### src/rtl/sap_pkg.sv
// sap_pkg: shared definitions for the SAP datapath slice.
//   - DATAW      : bus / register / RAM word width
//   - CW_*       : bit positions inside the 15-bit control word
//   - opcode_t   : instruction opcodes decoded by the Controller (IR[7:4])
package sap_pkg;

    localparam int unsigned DATAW = 8;
    localparam int unsigned CWW   = 15;

    localparam int unsigned CW_J   = 0;
    localparam int unsigned CW_CO  = 1;
    localparam int unsigned CW_CE  = 2;
    localparam int unsigned CW_OI  = 3;
    localparam int unsigned CW_BI  = 4;
    localparam int unsigned CW_SU  = 5;
    localparam int unsigned CW_SO  = 6;
    localparam int unsigned CW_AO  = 7;
    localparam int unsigned CW_AI  = 8;
    localparam int unsigned CW_II  = 9;
    localparam int unsigned CW_IO  = 10;
    localparam int unsigned CW_RO  = 11;
    localparam int unsigned CW_RI  = 12;
    localparam int unsigned CW_MI  = 13;
    localparam int unsigned CW_HLT = 14;

    typedef enum logic [3:0] {
        OP_NOP  = 4'h0,
        OP_LDA  = 4'h1,
        OP_ADD  = 4'h2,
        OP_SUB  = 4'h3,
        OP_STA  = 4'h4,
        OP_LDI  = 4'h5,
        OP_JMP  = 4'h6,
        OP_JC   = 4'h7,
        OP_SHLA = 4'h8,
        OP_MULA = 4'h9,
        OP_OUT  = 4'hE,
        OP_HLT  = 4'hF
    } opcode_t;

endpackage

### src/rtl/sap_alu.sv
// sap_alu: combinational adder/subtractor for the SAP datapath.
// Ports:
//   a, b    : operands (registers A and B)
//   su      : 0 = a+b, 1 = a+~b+1 (subtract)
//   result  : low W bits of the sum (wraps)
//   carry   : bit W of the sum; for subtract, 1 means no borrow
//   zero    : result == 0
import sap_pkg::*;

module sap_alu #(
    parameter int unsigned W = DATAW
) (
    input  logic [W-1:0] a,
    input  logic [W-1:0] b,
    input  logic         su,
    output logic [W-1:0] result,
    output logic         carry,
    output logic         zero
);

    logic [W:0] sum;

    always_comb begin
        sum    = {1'b0, a} + {1'b0, (su ? ~b : b)} + {{W{1'b0}}, su};
        result = sum[W-1:0];
        carry  = sum[W];
        zero   = (sum[W-1:0] == '0);
    end

endmodule

### src/rtl/sap_datapath.sv
// sap_datapath: executing half of the SAP-1 style CPU. Holds the bus, PC,
// MAR, 16-word RAM, IR, registers A/B, ALU, output register and halt latch,
// and acts on one 15-bit control word per rising clock edge.
// Ports:
//   clk         : system clock, all state changes on the rising edge
//   reset       : synchronous, active-high; clears registers, not RAM
//   ctrlwrd     : control word from the Controller (see sap_pkg CW_*)
//   instruction : IR[7:4], opcode back to the Controller
//   progwe      : program-load RAM write enable (works halted / in reset)
//   progaddr    : program-load address
//   progdata    : program-load data
//   outvalue    : output register
//   outvalid    : one-cycle strobe after outvalue is loaded
//   halted      : halt latch
//   busconflict : two or more bus drivers asserted (combinational)
//   flags       : {carry, zero}, only when SAP_FLAGS_EN is defined
// Build option: SAP_FLAGS_EN adds the flags register and port.
module sap_datapath #(
    parameter int unsigned RAMDEPTH = 16,
    parameter int unsigned DATAW    = 8
) (
    input  logic             clk,
    input  logic             reset,
    input  logic [14:0]      ctrlwrd,
    output logic [3:0]       instruction,
    input  logic             progwe,
    input  logic [3:0]       progaddr,
    input  logic [DATAW-1:0] progdata,
    output logic [DATAW-1:0] outvalue,
    output logic             outvalid,
    output logic             halted,
    output logic             busconflict
`ifdef SAP_FLAGS_EN
    ,
    output logic [1:0]       flags
`endif
);

    import sap_pkg::*;

    logic [3:0]       pc;
    logic [3:0]       mar;
    logic [DATAW-1:0] ir;
    logic [DATAW-1:0] a;
    logic [DATAW-1:0] b;
    logic [DATAW-1:0] bus;
    logic [DATAW-1:0] ram [RAMDEPTH];

    logic [DATAW-1:0] alu_result;
    logic             alu_carry;
    logic             alu_zero;

    logic cw_j, cw_co, cw_ce, cw_oi, cw_bi, cw_su, cw_so, cw_ao;
    logic cw_ai, cw_ii, cw_io, cw_ro, cw_ri, cw_mi, cw_hlt;

    always_comb begin
        cw_j   = ctrlwrd[CW_J];
        cw_co  = ctrlwrd[CW_CO];
        cw_ce  = ctrlwrd[CW_CE];
        cw_oi  = ctrlwrd[CW_OI];
        cw_bi  = ctrlwrd[CW_BI];
        cw_su  = ctrlwrd[CW_SU];
        cw_so  = ctrlwrd[CW_SO];
        cw_ao  = ctrlwrd[CW_AO];
        cw_ai  = ctrlwrd[CW_AI];
        cw_ii  = ctrlwrd[CW_II];
        cw_io  = ctrlwrd[CW_IO];
        cw_ro  = ctrlwrd[CW_RO];
        cw_ri  = ctrlwrd[CW_RI];
        cw_mi  = ctrlwrd[CW_MI];
        cw_hlt = ctrlwrd[CW_HLT];
    end

    sap_alu #(.W(DATAW)) u_alu (
        .a      (a),
        .b      (b),
        .su     (cw_su),
        .result (alu_result),
        .carry  (alu_carry),
        .zero   (alu_zero)
    );

    // Priority mux resolves any conflict deterministically; busconflict
    // reports it separately.
    always_comb begin
        bus = '0;
        if (cw_ro)      bus = ram[mar];
        else if (cw_io) bus = {{(DATAW-4){1'b0}}, ir[3:0]};
        else if (cw_co) bus = {{(DATAW-4){1'b0}}, pc};
        else if (cw_so) bus = alu_result;
        else if (cw_ao) bus = a;
    end

    always_comb begin
        logic [2:0] ndrv;
        ndrv = {2'b00, cw_co} + {2'b00, cw_io} + {2'b00, cw_ro}
             + {2'b00, cw_so} + {2'b00, cw_ao};
        busconflict = (ndrv > 3'd1);
    end

    assign instruction = ir[DATAW-1 -: 4];

    // Program-load port has precedence over ri and ignores halt and reset.
    always_ff @(posedge clk) begin
        if (progwe)
            ram[progaddr] <= progdata;
        else if (!reset && !halted && cw_ri)
            ram[mar] <= bus;
    end

    always_ff @(posedge clk) begin
        if (reset) begin
            pc       <= '0;
            mar      <= '0;
            ir       <= '0;
            a        <= '0;
            b        <= '0;
            outvalue <= '0;
            outvalid <= 1'b0;
            halted   <= 1'b0;
        end else begin
            outvalid <= 1'b0;
            if (!halted) begin
                if (cw_mi) mar <= bus[3:0];
                if (cw_ii) ir  <= bus;
                if (cw_ai) a   <= bus;
                if (cw_bi) b   <= bus;
                if (cw_j)
                    pc <= bus[3:0];
                else if (cw_ce)
                    pc <= pc + 4'd1;
                if (cw_oi) begin
                    outvalue <= bus;
                    outvalid <= 1'b1;
                end
                if (cw_hlt) halted <= 1'b1;
            end
        end
    end

`ifdef SAP_FLAGS_EN
    always_ff @(posedge clk) begin
        if (reset)
            flags <= '0;
        else if (!halted && cw_so && cw_ai)
            flags <= {alu_carry, alu_zero};
    end
`else
    logic unused_alu_flags;
    assign unused_alu_flags = alu_carry ^ alu_zero;
`endif

endmodule

### config.mk
export PLATFORM = sky130hd
export DESIGN_NAME = sap_datapath
export DESIGN_NICKNAME = d
export VERILOG_FILES = /design/src/rtl/sap_pkg.sv /design/src/rtl/sap_alu.sv /design/src/rtl/sap_datapath.sv
export SDC_FILE = /design/constraint.sdc
export NUM_CORES = 1
export LEC_CHECK = 0
export CORE_MARGIN = 4
export CORE_UTILIZATION = 30
export DETAILED_ROUTE_END_ITERATION = 12
export HOLD_SLACK_MARGIN = 0.03
export SYNTH_ARGS = -nofsm -noshare
export SYNTH_HDL_FRONTEND = slang
export SYNTH_HIERARCHICAL = 1
export SYNTH_SLANG_ARGS = --single-unit
### constraint.sdc
create_clock -name clk -period 3.9 [get_ports clk]
set_clock_uncertainty 0.2 [all_clocks]
set_input_delay 0.585 -clock clk [delete_from_list [all_inputs] [get_ports clk]]
set_output_delay 0.585 -clock clk [all_outputs]
set_load 0.1 [all_outputs]
---- Word level (Yosys, flattened, before mapping) ----
Memory sizes are Yosys's and may differ from the RTL's. A register that Yosys moved wholly into a read port is not among the register bits.
Cells that the tools add are included.
storage, ports and cells
  memories kept ........................... 1
  RAM bits ................................ 128
  register bits ........................... 42
  input bits .............................. 30
cells by class
  add/sub/neg operators ................... 7
  $lt $le $gt $ge ......................... 1
  reductions and logical operators ........ 13
  mux-type cells .......................... 21
  bitwise gates (word level) .............. 2
memory list
  name  words  width  rd ports  clocked after Yosys merged registers in  write ports  RTL line            text
  ram   16     8      1         1                                        1            sap_datapath.sv:47  logic [DATAW-1:0] ram [RAMDEPTH];
operators with widths
  operator             count
  $mux 8               7
  $mux 4               5
  $reduce_and 2->1     6
  $mux 1               9
  $add 8x1->8          1
  $add 8x8->8          1
  $not 8->8            1
  $reduce_or 8->1      1
  $add 3x1->3          2
  $add 4x1->4 const B  1
  $add 2x1->3          1
  $gt 3x1->1 const B   1
  $add 1x1->2          1
  $logic_and 1x1->1    2
  $logic_not 1->1      2
  $reduce_bool 2->1    1
  $reduce_or 2->1      1
  $not 1->1            1

---- Longest topological paths before layout ----
  depth after elaboration ................. 10
  depth in mapped cells ................... 13
  mapped depth without buffers ............ 12

---- By module ----
Netlist, hierarchy kept.
modules (own cells, without submodules)
  module        area an instance (um^2)  times used  seq. area each (um^2)  cells each
  sap_datapath  7153.1                   1           4764.6                 504
  sap_alu       432.9                    1           0.0                    56

---- Least setup slack after synthesis ----
No wires, ideal clock.
  path type ............................... input-to-reg
  start point ............................. input ctrlwrd[5]
  end point ............................... memory ram[0][7] (data pin)
  buffers on the path ..................... 1
  data arrival time ....................... 3118 ps
  path slack .............................. 248 ps
  data required time ...................... 3366 ps
  stages .................................. 12
  library setup time ...................... 334 ps
  cells stage by stage .................... buf_4 -> xor2_1 -> ha_1 -> a21o_1 -> a21o_1 -> a211o_1 -> a221o_1 -> nand2_1 -> a21oi_1 -> a221o_1 -> a221oi_2 -> o21ai_1
on the way
  longest elaborated chain between the ends .. 8
ends and longest elaborated chain
  element                    RTL line            text
  start: declaration         sap_datapath.sv:24  input logic [14:0] ctrlwrd,
  $mux 8                     sap_alu.sv:24       sum = {1'b0, a} + {1'b0, (su ? ~b : b)} + {{W{1'b0}}, su};
  $add 8x8->8                sap_alu.sv:24
  $add 8x1->8 *              sap_alu.sv:24
  via alu_result[7]          sap_datapath.sv:49  logic [DATAW-1:0] alu_result;
  $mux 8 *                   sap_datapath.sv:90  else if (cw_so) bus = alu_result;
  $mux 8 *                   sap_datapath.sv:89  else if (cw_co) bus = {{(DATAW-4){1'b0}}, pc};
  $mux 8 *                   sap_datapath.sv:88  else if (cw_io) bus = {{(DATAW-4){1'b0}}, ir[3:0]};
  $mux 8 *                   sap_datapath.sv:87  if (cw_ro) bus = ram[mar];
  $mux 8 (no source line) *  -
  end: declaration           sap_datapath.sv:47
The timed path passes the listed nets; every way through them passes the cells marked *.

---- Final worst setup path ----
  start point ............................. input ctrlwrd[5]
  end point ............................... memory ram[4][7] (data pin)
The elaborated chain is that of the path after synthesis.

==> impl_results.md <==
* Status: finished, final reports clean
* Multi-input logic area at 2520 um^2
* Setup TNS at 0 ps
* Unrepaired setup endpoints after global routing: no
* Power per cell area at 478 nW/um^2
* Final wirelength at 17.9 mm
* Layout cells sized above 1 at 16.2%
* Clock-pin slew on the worst setup and hold paths at 60 ps
* Post-layout util at 37.1%
* Worst EP required at 3860 ps
* CTS tree: yes
* Fin worst setup slack at 342 ps
* CP Launch Type: input pin
* Diode count at 0
* Post-synthesis average cell area at 13.6 um^2
* P_sw at 1.15 mW
* Fill count at 2331
* Area grow syn2layout at 20.7%
* Clk sinks at 174
* Logic gate share of total power at 16.1%
* DRC at 0
* Storage element area at 4770 um^2
* Core area at 24500 um^2
* Post-Place Cell Area at 8570 um^2
* Initial Util at 30.7%
* Global route total overflow at 0
* Pre-antenna DRT Iters at 5
* Number of global-route vias before repair at 4892
* Initial antenna violation count at 0
* Synth Instances at 554
* Leakage at 3.12 nW
* Port bufs at 44
* Clk_lat worst skew at 430 ps
* H-Tree Depth at 4
* First-pass GRT wire length at 28.0 mm
* GRT met2 Usage at 22.3%
* P_int at 3.21 mW
* Fin. max-slew vios at 0
* Layout Cells excl Fill at 967
* Tot Pwr at 4.35 mW
* Maximum vdd drop at 0.317 mV
* Share of power burned in the clock network at 35.3%
* Chip Width at 167 um
* Hold crit path type: register to register
* Post-DP HPWL at 12.6 mm
* Die Area at 27700 um^2
* Slew HR at 32.6%
* Num CTS Buffers at 17
* Setup violators final at 0
* Gpl congestion at 0.885
* Layout Nets at 673
* Vias per cell at 4.97
* Crit. End Element: register
* Pin count of the biggest net entering global routing at 43
* Final period utilization at 91.2%
* Syn Std Cell Area at 7540 um^2
* Dpl ws at -219 ps
* GR Layer Usage met1 at 16.3%
* Die H at 167 um
* Hold slack at 297 ps
* Syn_nets at 595
* Met3 usage in global routing at 3.25%
* Final min period at 3560 ps
* Root buf cell: clkbuf_16
* Num ports at 45
* Seq pwr share at 48.6%
* DP Cell Count at 937
* CP max FO at 16
* Arr. time, crit path at 3520 ps
* Max Root-Sink Buffers at 2
* Fin. Hold Viols at 0
* Wire per inst at 18.5 um
* GR peak layer: met2
* Setup CP Type: input pin to register
* Achievable Freq at 0.281 GHz
* Total number of vias at 4803
* # Max-Cap Violations at 0
* Total routing usage reported by global routing at 13.0%
* Cell area after layout at 9110 um^2
* DRT antenna net count at 0
* Hold buffers post-CTS at 0
* Yosys warns at 6
* Switch share at 26.3%
* # rows at 57
* Initial drt markers at 460
* Worst-Margin Slew at 1010 ps
[power by group through the flow]
stage	clock network, mW	logic [mW]	registers (mW)
after global routing	1.65	0.756	2.12
after global placement	0	0.686	2.15
final	1.54	0.699	2.12
after detailed placement	0	0.699	2.16
after CTS	1.57	0.703	2.12
after floorplan	0	0.420	2.19
[final cells by class]
class                   count  share of cell area [%]
clock inverters            11                    1.06
well taps                 324                    4.45
repair buffers             95                    9.15
multi-input cells         331                    27.7
flip-flops and latches    174                    52.3
clock buffers              19                    4.75
inverters                  13                   0.536
[sequential cells by signal, summed over array words and instances (netlist names), named ones only]
register / flops
a: 8
ram: 128
ir: 8
pc: 4
b: 8
outvalue: 8
halted: 1
outvalid: 1
mar: 4
[critical path: stages]
cell,delay [ps]
clkdlybuf4s50_1,500
buf_4,200
xor2_1,160
ha_1,200
a21o_1,170
a21o_1,190
a211o_1,290
a221o_1,320
nand2_1,70
a21oi_1,70
a221o_1,270
a221oi_2,210
o21ai_1,90
buf_4,200
[layer usage]
layer,up-vias,wire length [um],part of all wire [%]
met3,16,844,4.7
met4,0,285,1.6
met5,-,0,0
li1,2266,-,-
met2,125,9110,51
met1,2396,7650,43
[path summary, 6_finish.rpt]
check              start          end  slack (ps)  cells past startpoint
min          outvalue[1]  outvalue[1]         300                      2
min reg2reg  outvalue[1]  outvalue[1]         300                      2
max reg2reg         b[4]    ram[4][7]         770                     12
max           ctrlwrd[5]    ram[4][7]         340                     14
[what timing repair did]
action                                  CTS  global route
buffers inserted                          0             0
endpoints found under the setup margin    0            16
resized for setup                         0             1
[cell usage in the layout (no fill, tap or decap), types with 3 or more instances in the layout]
master           count
edfxtp_1           128
nor2_1              66
buf_4               51
dfxtp_1             45
clkdlybuf4s50_1     43
a211oi_1            36
nand2_1             29
mux2i_1             29
a21oi_1             19
clkbuf_16           17
mux4_2              14
a22oi_1             14
inv_1               13
o21ai_0             13
a31oi_1             11
nor2b_1             10
xor2_1              10
ha_1                 9
o21ai_1              6
nand3b_1             5
a221o_1              5
mux4_1               4
nor3_1               4
nand2b_1             3
nand3_1              3
o221a_2              3
o21a_1               3
clkinvlp_4           3
(Power assumes the default switching activity.)
